## src/rtl/pc_sequencer_if.sv

```systemverilog
// ---------------------------------------------------------------------------
// pc_sequencer_if
// Instruction-fetch handshake between the PC sequencer and instruction memory.
//   imem_req   : fetch request, driven by the sequencer
//   imem_addr  : fetch byte address, driven by the sequencer (equals pc)
//   imem_ack   : fetch complete, driven by the memory side
// The master modport is the sequencer side and the slave modport is the memory side.
// ---------------------------------------------------------------------------
`timescale 1ns/1ps
interface pc_sequencer_if #(
    parameter int WIDTH = 32
);
    logic             imem_req;
    logic [WIDTH-1:0] imem_addr;
    logic             imem_ack;

    modport master (
        output imem_req,
        output imem_addr,
        input  imem_ack
    );

    modport slave (
        input  imem_req,
        input  imem_addr,
        output imem_ack
    );
endinterface

```

## src/rtl/pc_sequencer.sv

```systemverilog
// ---------------------------------------------------------------------------
// pc_sequencer
// Program-counter unit with a request/acknowledge instruction-fetch handshake.
// The unit calculates sequential, branch, jump and jump-register targets.
// It buffers one pending redirect until the next completed fetch.
// All state changes happen on the falling edge of clk.
//
// Ports
//   clk              clock; state updates on negedge
//   rst_n            asynchronous active-low reset
//   run              global enable (0 = stall/hold)
//   redirect_valid   qualifies nPC_sel and the target inputs this cycle
//   nPC_sel          00 seq, 01 branch, 10 jump, 11 jump-register
//   imm              branch offset in words (sign-extended, then shifted left 2)
//   jtarget          jump word index
//   jr_addr          jump-register byte address
//   imem             fetch handshake (master side): imem_req, imem_addr, imem_ack
//   pc               current PC
//   pc_plus4         pc + INSTR_BYTES (combinational)
//   redirect_pending a redirect is latched and has not been applied yet
//   misaligned       sticky flag: a JR target had nonzero bits [1:0]
//
// Optional build macro: PC_SEQ_DELAY_SLOT_EN
//   When this macro is defined, a redirect uses branch-delay-slot semantics.
//   The first completed fetch after the redirect latches advances to pc_plus4.
//   The second completed fetch loads the target.
// ---------------------------------------------------------------------------
`timescale 1ns/1ps
module pc_sequencer #(
    parameter int          WIDTH       = 32,
    parameter int          IMM_W       = 16,
    parameter logic [31:0] RESET_PC    = 32'h0040_0020,
    parameter int          INSTR_BYTES = 4
) (
    input  logic              clk,
    input  logic              rst_n,
    input  logic              run,
    input  logic              redirect_valid,
    input  logic [1:0]        nPC_sel,
    input  logic [IMM_W-1:0]  imm,
    input  logic [25:0]       jtarget,
    input  logic [WIDTH-1:0]  jr_addr,
    pc_sequencer_if.master    imem,
    output logic [WIDTH-1:0]  pc,
    output logic [WIDTH-1:0]  pc_plus4,
    output logic              redirect_pending,
    output logic              misaligned
);

    typedef enum logic [1:0] {
        BOOT  = 2'd0,
        FETCH = 2'd1,
        HOLD  = 2'd2
    } state_t;

    localparam logic [WIDTH-1:0] STEP           = WIDTH'(INSTR_BYTES);
    localparam logic [WIDTH-1:0] RESET_VALUE    = WIDTH'(RESET_PC);
    // The jump target replaces the low 28 bits and keeps the region bits of pc_plus4.
    localparam logic [WIDTH-1:0] JUMP_LOW_MASK  = WIDTH'(28'hFFF_FFFF);

    state_t           state_reg;
    logic [WIDTH-1:0] pc_reg;
    logic [WIDTH-1:0] target_reg;
    logic             pending_reg;
    logic             req_reg;
    logic             mis_reg;
`ifdef PC_SEQ_DELAY_SLOT_EN
    // Set when the delay-slot fetch of the pending redirect has completed.
    logic             slot_done_reg;
`endif

    logic [WIDTH-1:0] imm_ext;
    logic [WIDTH-1:0] target_next;
    logic             redirect_new;
    logic             completion;

    assign pc_plus4 = pc_reg + STEP;
    assign imm_ext  = {{(WIDTH-IMM_W-2){imm[IMM_W-1]}}, imm, 2'b00};

    always_comb begin
        target_next = pc_plus4;
        case (nPC_sel)
            2'b01:   target_next = pc_plus4 + imm_ext;
            2'b10:   target_next = (pc_plus4 & ~JUMP_LOW_MASK) | WIDTH'({jtarget, 2'b00});
            2'b11:   target_next = {jr_addr[WIDTH-1:2], 2'b00};
            default: target_next = pc_plus4;
        endcase
    end

    assign redirect_new = redirect_valid && (nPC_sel != 2'b00);
    // A fetch completes on any ack that is seen in FETCH, also when run drops on that same edge.
    assign completion   = (state_reg == FETCH) && imem.imem_ack;

    always_ff @(negedge clk or negedge rst_n) begin
        if (!rst_n) begin
            state_reg     <= BOOT;
            pc_reg        <= RESET_VALUE;
            target_reg    <= '0;
            pending_reg   <= 1'b0;
            req_reg       <= 1'b0;
            mis_reg       <= 1'b0;
`ifdef PC_SEQ_DELAY_SLOT_EN
            slot_done_reg <= 1'b0;
`endif
        end else begin
            if (redirect_new && (nPC_sel == 2'b11) && (jr_addr[1:0] != 2'b00))
                mis_reg <= 1'b1;

            // Control state. The request is a registered copy of "in FETCH".
            case (state_reg)
                BOOT, HOLD: begin
                    state_reg <= run ? FETCH : HOLD;
                    req_reg   <= run;
                end
                FETCH: begin
                    state_reg <= run ? FETCH : HOLD;
                    req_reg   <= run;
                end
                default: begin
                    state_reg <= BOOT;
                    req_reg   <= 1'b0;
                end
            endcase

            // PC advance and redirect bookkeeping
`ifdef PC_SEQ_DELAY_SLOT_EN
            if (completion) begin
                if (pending_reg && slot_done_reg) begin
                    // The slot has already been used. The latest target goes to the PC now.
                    pc_reg        <= redirect_new ? target_next : target_reg;
                    pending_reg   <= 1'b0;
                    slot_done_reg <= 1'b0;
                end else begin
                    // This completion is the delay slot.
                    pc_reg <= pc_plus4;
                    if (redirect_new) begin
                        target_reg    <= target_next;
                        pending_reg   <= 1'b1;
                        slot_done_reg <= 1'b1;
                    end else if (pending_reg) begin
                        slot_done_reg <= 1'b1;
                    end
                end
            end else if (redirect_new) begin
                target_reg  <= target_next;
                pending_reg <= 1'b1;
                // Overwriting an in-flight redirect keeps its slot progress.
                if (!pending_reg)
                    slot_done_reg <= 1'b0;
            end
`else
            if (completion) begin
                // A redirect on the same edge as the ack takes priority over an older pending target.
                if (redirect_new)
                    pc_reg <= target_next;
                else if (pending_reg)
                    pc_reg <= target_reg;
                else
                    pc_reg <= pc_plus4;
                pending_reg <= 1'b0;
            end else if (redirect_new) begin
                target_reg  <= target_next;
                pending_reg <= 1'b1;
            end
`endif
        end
    end

    assign pc               = pc_reg;
    assign imem.imem_req    = req_reg;
    assign imem.imem_addr   = pc_reg;
    assign redirect_pending = pending_reg;
    assign misaligned       = mis_reg;

endmodule
```

## src/flat_wrapper.sv

```systemverilog
// flat-port wrapper written by rule: the top's interface ports become plain ports
module pc_sequencer_flat 
#(
    parameter int          WIDTH       = 32,
    parameter int          IMM_W       = 16,
    parameter logic [31:0] RESET_PC    = 32'h0040_0020,
    parameter int          INSTR_BYTES = 4
)
  (clk, rst_n, run, redirect_valid, nPC_sel, imm, jtarget, jr_addr, pc, pc_plus4, redirect_pending, misaligned, imem_imem_req, imem_imem_addr, imem_imem_ack);
  pc_sequencer_if #(.WIDTH(WIDTH)) imem_i ();
  input  logic clk;
  input  logic rst_n;
  input  logic run;
  input  logic redirect_valid;
  input  logic [1:0] nPC_sel;
  input  logic [IMM_W-1:0] imm;
  input  logic [25:0] jtarget;
  input  logic [WIDTH-1:0] jr_addr;
  output logic [WIDTH-1:0] pc;
  output logic [WIDTH-1:0] pc_plus4;
  output logic redirect_pending;
  output logic misaligned;
  output wire logic [$bits(imem_i.imem_req)-1:0] imem_imem_req;
  output wire logic [$bits(imem_i.imem_addr)-1:0] imem_imem_addr;
  input wire logic [$bits(imem_i.imem_ack)-1:0] imem_imem_ack;
  assign imem_imem_req = imem_i.imem_req;
  assign imem_imem_addr = imem_i.imem_addr;
  assign imem_i.imem_ack = imem_imem_ack;
  pc_sequencer #(.WIDTH(WIDTH), .IMM_W(IMM_W), .RESET_PC(RESET_PC), .INSTR_BYTES(INSTR_BYTES)) u_core (.clk(clk), .rst_n(rst_n), .run(run), .redirect_valid(redirect_valid), .nPC_sel(nPC_sel), .imm(imm), .jtarget(jtarget), .jr_addr(jr_addr), .imem(imem_i), .pc(pc), .pc_plus4(pc_plus4), .redirect_pending(redirect_pending), .misaligned(misaligned));
endmodule
```

## config.mk

```make
export PLATFORM = sky130hd
export DESIGN_NAME = pc_sequencer_flat
export DESIGN_NICKNAME = d
export VERILOG_FILES = /design/src/rtl/pc_sequencer_if.sv /design/src/rtl/pc_sequencer.sv /design/src/flat_wrapper.sv
export SDC_FILE = /design/constraint.sdc
export NUM_CORES = 1
export LEC_CHECK = 0
export CAP_MARGIN = 20
export CORE_ASPECT_RATIO = 0.75
export CORE_MARGIN = 8
export CORE_UTILIZATION = 40
export DETAILED_ROUTE_END_ITERATION = 12
export PLACE_DENSITY = 0.7
export RECOVER_POWER = 50
export REMOVE_ABC_BUFFERS = 1
export SYNTH_ARGS = -nofsm -noshare
export SYNTH_HDL_FRONTEND = slang
export SYNTH_SLANG_ARGS = --single-unit
```

## constraint.sdc

```tcl
create_clock -name clk -period 4 [get_ports clk]
set_input_delay 0.6 -clock clk [delete_from_list [all_inputs] [get_ports clk]]
set_output_delay 0.6 -clock clk [all_outputs]
set_load 0.01 [all_outputs]
```

# Yosys cells after proc, flatten, opt, wreduce, memory -nomap -nowiden
# Cells that the tools add are included.
# totals
input_bits	81
out_inout_bits	99
ff_bits	69
# op_classes
eq_ne	5
n_mux	8
n_addsub	2
bitwise_logic	2
n_reduce_logical	10
# op_table
op	n
32-bit one-hot mux with 3 select lines	1
32-bit 2-to-1 mux	2
32-bit by 3-bit adder with 32-bit output (second input constant)	1
32-bit adder	1
32-bit by 28-bit bitwise OR with 32-bit output	1
2-bit == test (second input constant)	3
2-bit nonzero test	3
2-bit by 1-bit == test with 1-bit output (second input constant)	2
1-bit logical AND	4
2-bit 2-to-1 mux	2
1-bit 2-to-1 mux	3
3-bit OR reduction	1
2-bit logical NOT	1
2-bit AND reduction	1
1-bit inverter	1

# Logic depth before layout (Yosys ltp)
# Gate-level depths: netlist of the first run.
# logic_depth
ltp_word	4
depth_mapped	16
mapped_depth_nobuf	16

==> impl_metrics.env, run 1 <==
export IMPL_status="finished, violations left"
export IMPL_violations="max-capacitance violations, max-slew violations, negative setup slack"
export IMPL_p_sw_frac=0.4408
export IMPL_r2r_start="u_core.imem.imem_addr[5]$_DFFE_NN1P_"
export IMPL_hold_path_endpoint="u_core.target_reg[26]$_DFFE_NN0P_"
export IMPL_die_h_microns=121.7
export IMPL_final_setup_viol_count=92
export IMPL_fp_row_count=38
export IMPL_clk_pin_slew_ns=0.04
export IMPL_finalPower_uw=6855
export IMPL_slowest_stage="dfstp_2"
export IMPL_ys_async_sr_fraction=1.000
export IMPL_grt_overflow=0
export IMPL_power_frac_seq=0.148
export IMPL_vias_per_cell=6.320
export IMPL_internal_power_uw=3834
export IMPL_cts_tree="done"
export IMPL_skew_ns=0.06500
export IMPL_critPathTopFamily="simple AND/OR/NAND/NOR gates"
export IMPL_synth_edf_count=0
export IMPL_drt_total_wl_microns=35650
export IMPL_ios=180
export IMPL_crit_required_ns=3.40
export IMPL_numClockSinks=68
export IMPL_dp_hpwl_microns=18960
export IMPL_die_x_microns=156.9
export IMPL_endpoint_kind="primary output"
export IMPL_start_util=0.4110
export IMPL_grt_pass1_vias=8370
export IMPL_critical_path_class="flop to primary output"
export IMPL_drtIter0Drc=1146
export IMPL_timing_final_max_slew_violations=69
export IMPL_area_growth_pct=99.56
export IMPL_syn_inst=741
export IMPL_reg2reg_to="u_core.imem.imem_addr[30]$_DFFE_NN0P_"
export IMPL_reg2reg_depth=23
export IMPL_yosysTopAreaCell="dfrtn_1"
export IMPL_drt_pass1_iterations=8
export IMPL_crit_cells=8
export IMPL_nets=1286
export IMPL_wl_per_cell_microns=25.91
export IMPL_vias=8697
export IMPL_final_util=0.8201
export IMPL_crit_buf_inv=3
export IMPL_max_cap_viol_count=1
export IMPL_regToRegSetupSlack_ns=-0.55
export IMPL_synth_distinct_cells=60
export IMPL_crit_fanout=5
export IMPL_grt_max_degree=69
export IMPL_worstPathArrival_ns=4.45
export IMPL_cts_buffers=9
export IMPL_slew_headroom=-0.2519
export IMPL_cts_root_buffer="clkbuf_16"
export IMPL_antenna_found_initial=2
export IMPL_critPathMaxStageDelay_ns=0.56
export IMPL_combPwrFrac=0.734
export IMPL_numPortBuffers=179
export IMPL_grt_pass1_wl_microns=45910
export IMPL_hold_violations=0
export IMPL_cp_start_kind="flop"
export IMPL_die_area_sq_um=19100
export IMPL_leakage_uw=0.005352
export IMPL_syn_area_sq_um=5959
export IMPL_power_density_nw_per_um2=576.4
export IMPL_cts_htree_levels=3
export IMPL_drive_gt1_frac=0.4987
export IMPL_route_detailed_drc=0
export IMPL_synth_seq_cells=68
export IMPL_cts_max_path_buffers=2
export IMPL_clock_latency_ns=0.41
export IMPL_finalWorstSetupSlack_ns=-1.047
export IMPL_grt_usage=0.3071
export IMPL_hold_depth=1
export IMPL_tightestPinTransition_ns=1.878
export IMPL_startpoint="u_core.imem.imem_addr[5]$_DFFE_NN1P_"
export IMPL_switching_power_uw=3022
export IMPL_synth_avg_cell_area_sq_um=8.042
export IMPL_ys_seq_area_frac=0.2860
export IMPL_p_clk_frac=0.118
export IMPL_place_congestion=0.9261
export IMPL_crit_chain="and2_4 -> nand4_1 -> nor3_2 -> buf_6 -> buf_6 -> nand4_1 -> xnor2_1 -> buf_2"
export IMPL_hold_path_class="flop to flop"
export IMPL_min_from="u_core.target_reg[26]$_DFFE_NN0P_"
export IMPL_synth_top_area_frac=0.2771
export IMPL_synthTopCellsByArea="dfrtn_1 28%, o21ai_0 8.1%, ha_1 7.1%"
export IMPL_synth_main_ff_cell="dfrtn_1"
export IMPL_drtAntennaViolNets=0
export IMPL_peakVddDrop_uv=288.1
export IMPL_ys_warn_count=0
export IMPL_coreArea_sq_um=14500
export IMPL_rsz0062_at_grt="yes"
## how the worst max path moves through the flow
stage,to,slack [ns]
finish,pc_plus4[18],-1.05
global route,pc_plus4[25],-1.15
global placement,u_core.imem.imem_addr[29]$_DFFE_NN0P_,-1.66
floorplan,u_core.imem.imem_addr[30]$_DFFE_NN0P_,-0.95
CTS,pc_plus4[18],-0.85
detailed placement,u_core.target_reg[29]$_DFFE_NN0P_,-1.72
## cells by family (layout without fill, tap and decap cells)
logic type / Yosys count / in the layout / synth area share
simple gates: 234 / 234 / 0.1787
compound gates: 237 / 237 / 0.2473
fa+ha+maj: 35 / 35 / 0.07474
mux: 35 / 35 / 0.06299
other cells: 0 / 1 / 0
flops: 68 / 68 / 0.2860
buf+inv: 80 / 514 / 0.07264
xor+xnor: 52 / 52 / 0.07768
## area by class of cell
type / count / area (sq um)
diodes: 1 / 2.502
clock buffers: 14 / 264.0
clock inverters: 4 / 18.77
fillers: 760 / 2609
inverters: 8 / 30.03
multi-input cells: 593 / 5369
flip-flops and latches: 68 / 1704
well taps: 200 / 250.2
repair buffers: 488 / 4254
## power by group through the flow
stage	registers [uW]	clock network [uW]	logic [uW]
floorplan	1170	4.70	1330
global placement	995	4.70	3360
detailed placement	1000	4.70	3420
CTS	985	781	4140
global route	1020	835	5230
finish	1020	810	5030
## through the flow
stage / setup slack, ns / cells / TNS (ns) / hold slack (ns) / instance area (sq um)
2_1_floorplan: -0.9520 / 670 / -43.86 / 0.3981 / 5560
3_5_place_dp: -1.720 / 1270 / -91.31 / 0.4251 / 9384
4_1_cts: -0.8537 / 1346 / -39.45 / 0.4197 / 11170
6_report: -1.047 / 1376 / -59.93 / 0.4305 / 11890
5_1_grt: -1.150 / 1376 / -72.94 / 0.4541 / 11890
3_3_place_gp: -1.658 / 1270 / -87.65 / 0.4133 / 9384
## worst register-to-register path, delay by kind of cell, from the launching register on
family	cells	cell delay, ns
flip-flops	1	0.56
buffers and inverters	9	1.13
XOR/XNOR	1	0.23
adder cells (fa/ha/maj)	1	0.22
AND/OR/NAND/NOR	6	0.82
AO/OA/AOI/OAI	6	1.41
## metal layers
layer  vias to the layer above  global-route usage  part of all wire
li1                       3517                   -                 -
met1                      4079              0.3771              0.36
met4                         2              0.1413             0.073
met2                       840              0.5035              0.44
met3                       259             0.07679              0.13
met5                         -                   0           0.00045
## synthesized netlist by cell type (8+ instances only)
library cell    n
ha_1           34
nand3_1        21
a22oi_1         9
a21oi_1        42
nand2_1       107
xnor2_1        31
clkbuf_1       31
xor2_1         20
inv_1           8
dfrtn_1        66
a21o_1         10
o211ai_1       18
nand2b_1        8
o22a_1         12
mux2i_1        15
nor2_1         43
mux2_2         20
nand4_1        11
o21ai_0        97
buf_4          35
nor3_1         12
## timing repair
| item | in CTS | in global routing |
|---|---|---|
| resized for setup | 529 | 132 |
| endpoints found under the setup margin | 154 | 91 |
| buffers inserted | 64 | 41 |
| endpoints found under the hold margin | 0 | 0 |
| pin swaps | 130 | 109 |
| hold buffers | 0 | 0 |
## placed cells by master, fill, tap and decap left out, drive strengths merged, types with 21 or more instances in the layout
master | synthesis | routed
a21oi | 42 | 42
xnor2 | 32 | 32
dlygate4sd2 | 0 | 60
dfrtn | 66 | 66
clkdlybuf4s50 | 0 | 65
o21ai | 98 | 98
nor2 | 43 | 43
nand3 | 21 | 21
ha | 34 | 34
nand2 | 107 | 107
buf | 40 | 351
Note: power is estimated with default switching activity, not from simulation.
==> inputs of run 2 (changes only) <==
--- a/config.mk
+++ b/config.mk
@@ -10,7 +10,7 @@
 export CORE_MARGIN = 8
 export CORE_UTILIZATION = 40
 export DETAILED_ROUTE_END_ITERATION = 12
-export PLACE_DENSITY = 0.7
+export DONT_BUFFER_PORTS = 1
 export RECOVER_POWER = 50
 export REMOVE_ABC_BUFFERS = 1
 export SYNTH_ARGS = -nofsm -noshare
==> impl_metrics.env, run 2 (synthesis results as in run 1) <==
export IMPL_numClockSinks=68
export IMPL_violations="negative setup slack"
export IMPL_peakVddDrop_uv=301.0
export IMPL_leakage_uw=0.004145
export IMPL_drtIter0Drc=474
export IMPL_placed_cells=1073
export IMPL_ios=180
export IMPL_cts_max_path_buffers=2
export IMPL_place_congestion=0.9128
export IMPL_min_from="u_core.target_reg[10]$_DFFE_NN0P_"
export IMPL_vias_per_cell=5.907
export IMPL_grt_usage=0.2618
export IMPL_antenna_found_initial=1
export IMPL_grt_pass1_vias=6755
export IMPL_max_cap_viol_count=0
export IMPL_cts_htree_levels=3
export IMPL_timing_final_max_slew_violations=0
export IMPL_stdcell_count=1137
export IMPL_antenna_cells=0
export IMPL_crit_fanout=4
export IMPL_cts_buffers=9
export IMPL_grt_max_degree=69
export IMPL_clk_pin_slew_ns=0.04
export IMPL_finalPower_uw=5736
export IMPL_place_ws_ns=-1.172
export IMPL_regToRegSetupSlack_ns=-0.24
export IMPL_cts_root_buffer="clkbuf_16"
export IMPL_critical_path_class="flop to primary output"
export IMPL_drt_total_wl_microns=25820
export IMPL_die_x_microns=156.9
export IMPL_grt_pass1_wl_microns=38500
export IMPL_grt_overflow=0
export IMPL_power_density_nw_per_um2=600.4
export IMPL_endpoint_kind="primary output"
export IMPL_drtAntennaViolNets=0
export IMPL_hold_path_endpoint="u_core.target_reg[10]$_DFFE_NN0P_"
export IMPL_route_detailed_drc=0
export IMPL_fp_row_count=38
export IMPL_drt_pass1_iterations=5
export IMPL_vias=6716
export IMPL_drive_gt1_frac=0.4760
export IMPL_startpoint="u_core.imem.imem_addr[5]$_DFFE_NN1P_"
export IMPL_die_h_microns=121.7
export IMPL_skew_ns=0.05101
export IMPL_r2r_start="u_core.imem.imem_addr[5]$_DFFE_NN1P_"
export IMPL_mostFrequentLayoutCells="208 x buf_4, 94 x nand2_1, 66 x dfrtn_1, 44 x o21ai_1"
export IMPL_die_area_sq_um=19100
export IMPL_hold_violations=0
export IMPL_area_growth_pct=60.32
export IMPL_start_util=0.4110
export IMPL_dp_hpwl_microns=17890
export IMPL_finalWorstSetupSlack_ns=-0.7694
export IMPL_slew_headroom=0.4660
export IMPL_cts_tree="done"
export IMPL_hold_path_class="flop to flop"
export IMPL_clock_latency_ns=0.39
export IMPL_reg2reg_to="u_core.imem.imem_addr[22]$_DFFE_NN1P_"
export IMPL_final_util=0.6588
export IMPL_tightestPinTransition_ns=0.8011
export IMPL_final_setup_viol_count=78
export IMPL_coreArea_sq_um=14500
export IMPL_nets=1048
export IMPL_whs_ns=0.4173
export IMPL_worstPathArrival_ns=4.17
export IMPL_numPortBuffers=0
export IMPL_reg2reg_depth=20
export IMPL_status="finished, violations left"
export IMPL_crit_required_ns=3.40
export IMPL_final_common_cell="buf_4"
export IMPL_hold_depth=2
export IMPL_wl_per_cell_microns=22.71
export IMPL_rsz0062_at_grt="yes"
export IMPL_cp_start_kind="flop"
-- run 2: cell types whose count changed in the layout (fill, tap and decap cells not counted), moves of 11 or more --
cell and change:
buf_6 -25, buf_2 -26, ha_4 -11, ha_1 +12, buf_4 -41, dlygate4sd2_1 -60
clkdlybuf4s50_1 -65
-- run 2: worst max path at each step --
stage | end | slack, ns | depth (start not counted)
6_report | pc_plus4[18] | -0.77 | 8
5_1_grt | pc_plus4[18] | -0.84 | 8
4_1_cts | pc_plus4[18] | -0.73 | 8
3_5_place_dp | u_core.target_reg[29]$_DFFE_NN0P_ | -1.17 | 10
3_3_place_gp | u_core.target_reg[29]$_DFFE_NN0P_ | -1.16 | 10
2_1_floorplan | u_core.imem.imem_addr[30]$_DFFE_NN0P_ | -0.95 | 9
-- run 2: critical path, stage by stage (launching register included) --
cell and delay, ns:
dfstp_2 0.54, and2_4 0.14, nand4_1 0.16, nor3_2 0.16, buf_4 0.18, buf_12 0.14, nand4_1 0.12, xnor2_1 0.16
buf_4 0.17
-- run 2: cell type report --
class	count	area [sq um]
clock inverters	6	32.53
repair buffers	250	2049
fillers	1109	4947
inverters	8	30.03
clock buffers	12	246.5
flip-flops and latches	68	1704
multi-input cells	593	5241
well taps	200	250.2
-- run 2: through the flow --
step	TNS [ns]	cell area, sq um
global placement	-48.09	7375
global route	-37.17	9554
CTS	-29.36	8885
finish	-32.02	9554
floorplan	-43.86	5560
detailed placement	-50.21	7375
-- run 2: report_power, final --
part           switching, uW  internal, uW
logic                   2000          1940
registers                147           879
clock network            327           437
total                   2480          3260
-- run 2: what timing repair did --
action                                  4_1_cts  5_1_grt
setup buffers                                23       31
resized for setup                           231       98
pin swaps                                    86       85
hold buffers                                  0        0
cloned                                        0        0
endpoints found under the setup margin       79       79
-- run 2: per-layer routing --
metal  track usage  share of wire  vias up
met5             0        0.00035        -
met4       0.08503          0.025        2
met3       0.06016           0.10       56
met2        0.4066           0.46      331
met1        0.3555           0.41     3290
li1              -              -     3037
==> inputs of run 3 (changes only) <==
--- a/config.mk
+++ b/config.mk
@@ -10,7 +10,7 @@
 export CORE_MARGIN = 8
 export CORE_UTILIZATION = 40
 export DETAILED_ROUTE_END_ITERATION = 12
-export DONT_BUFFER_PORTS = 1
+export PLACE_DENSITY = 0.7
 export RECOVER_POWER = 50
 export REMOVE_ABC_BUFFERS = 1
 export SYNTH_ARGS = -nofsm -noshare
==> results of run 3 <==
Final layout, timing and power as in run 1 (identical DEF).
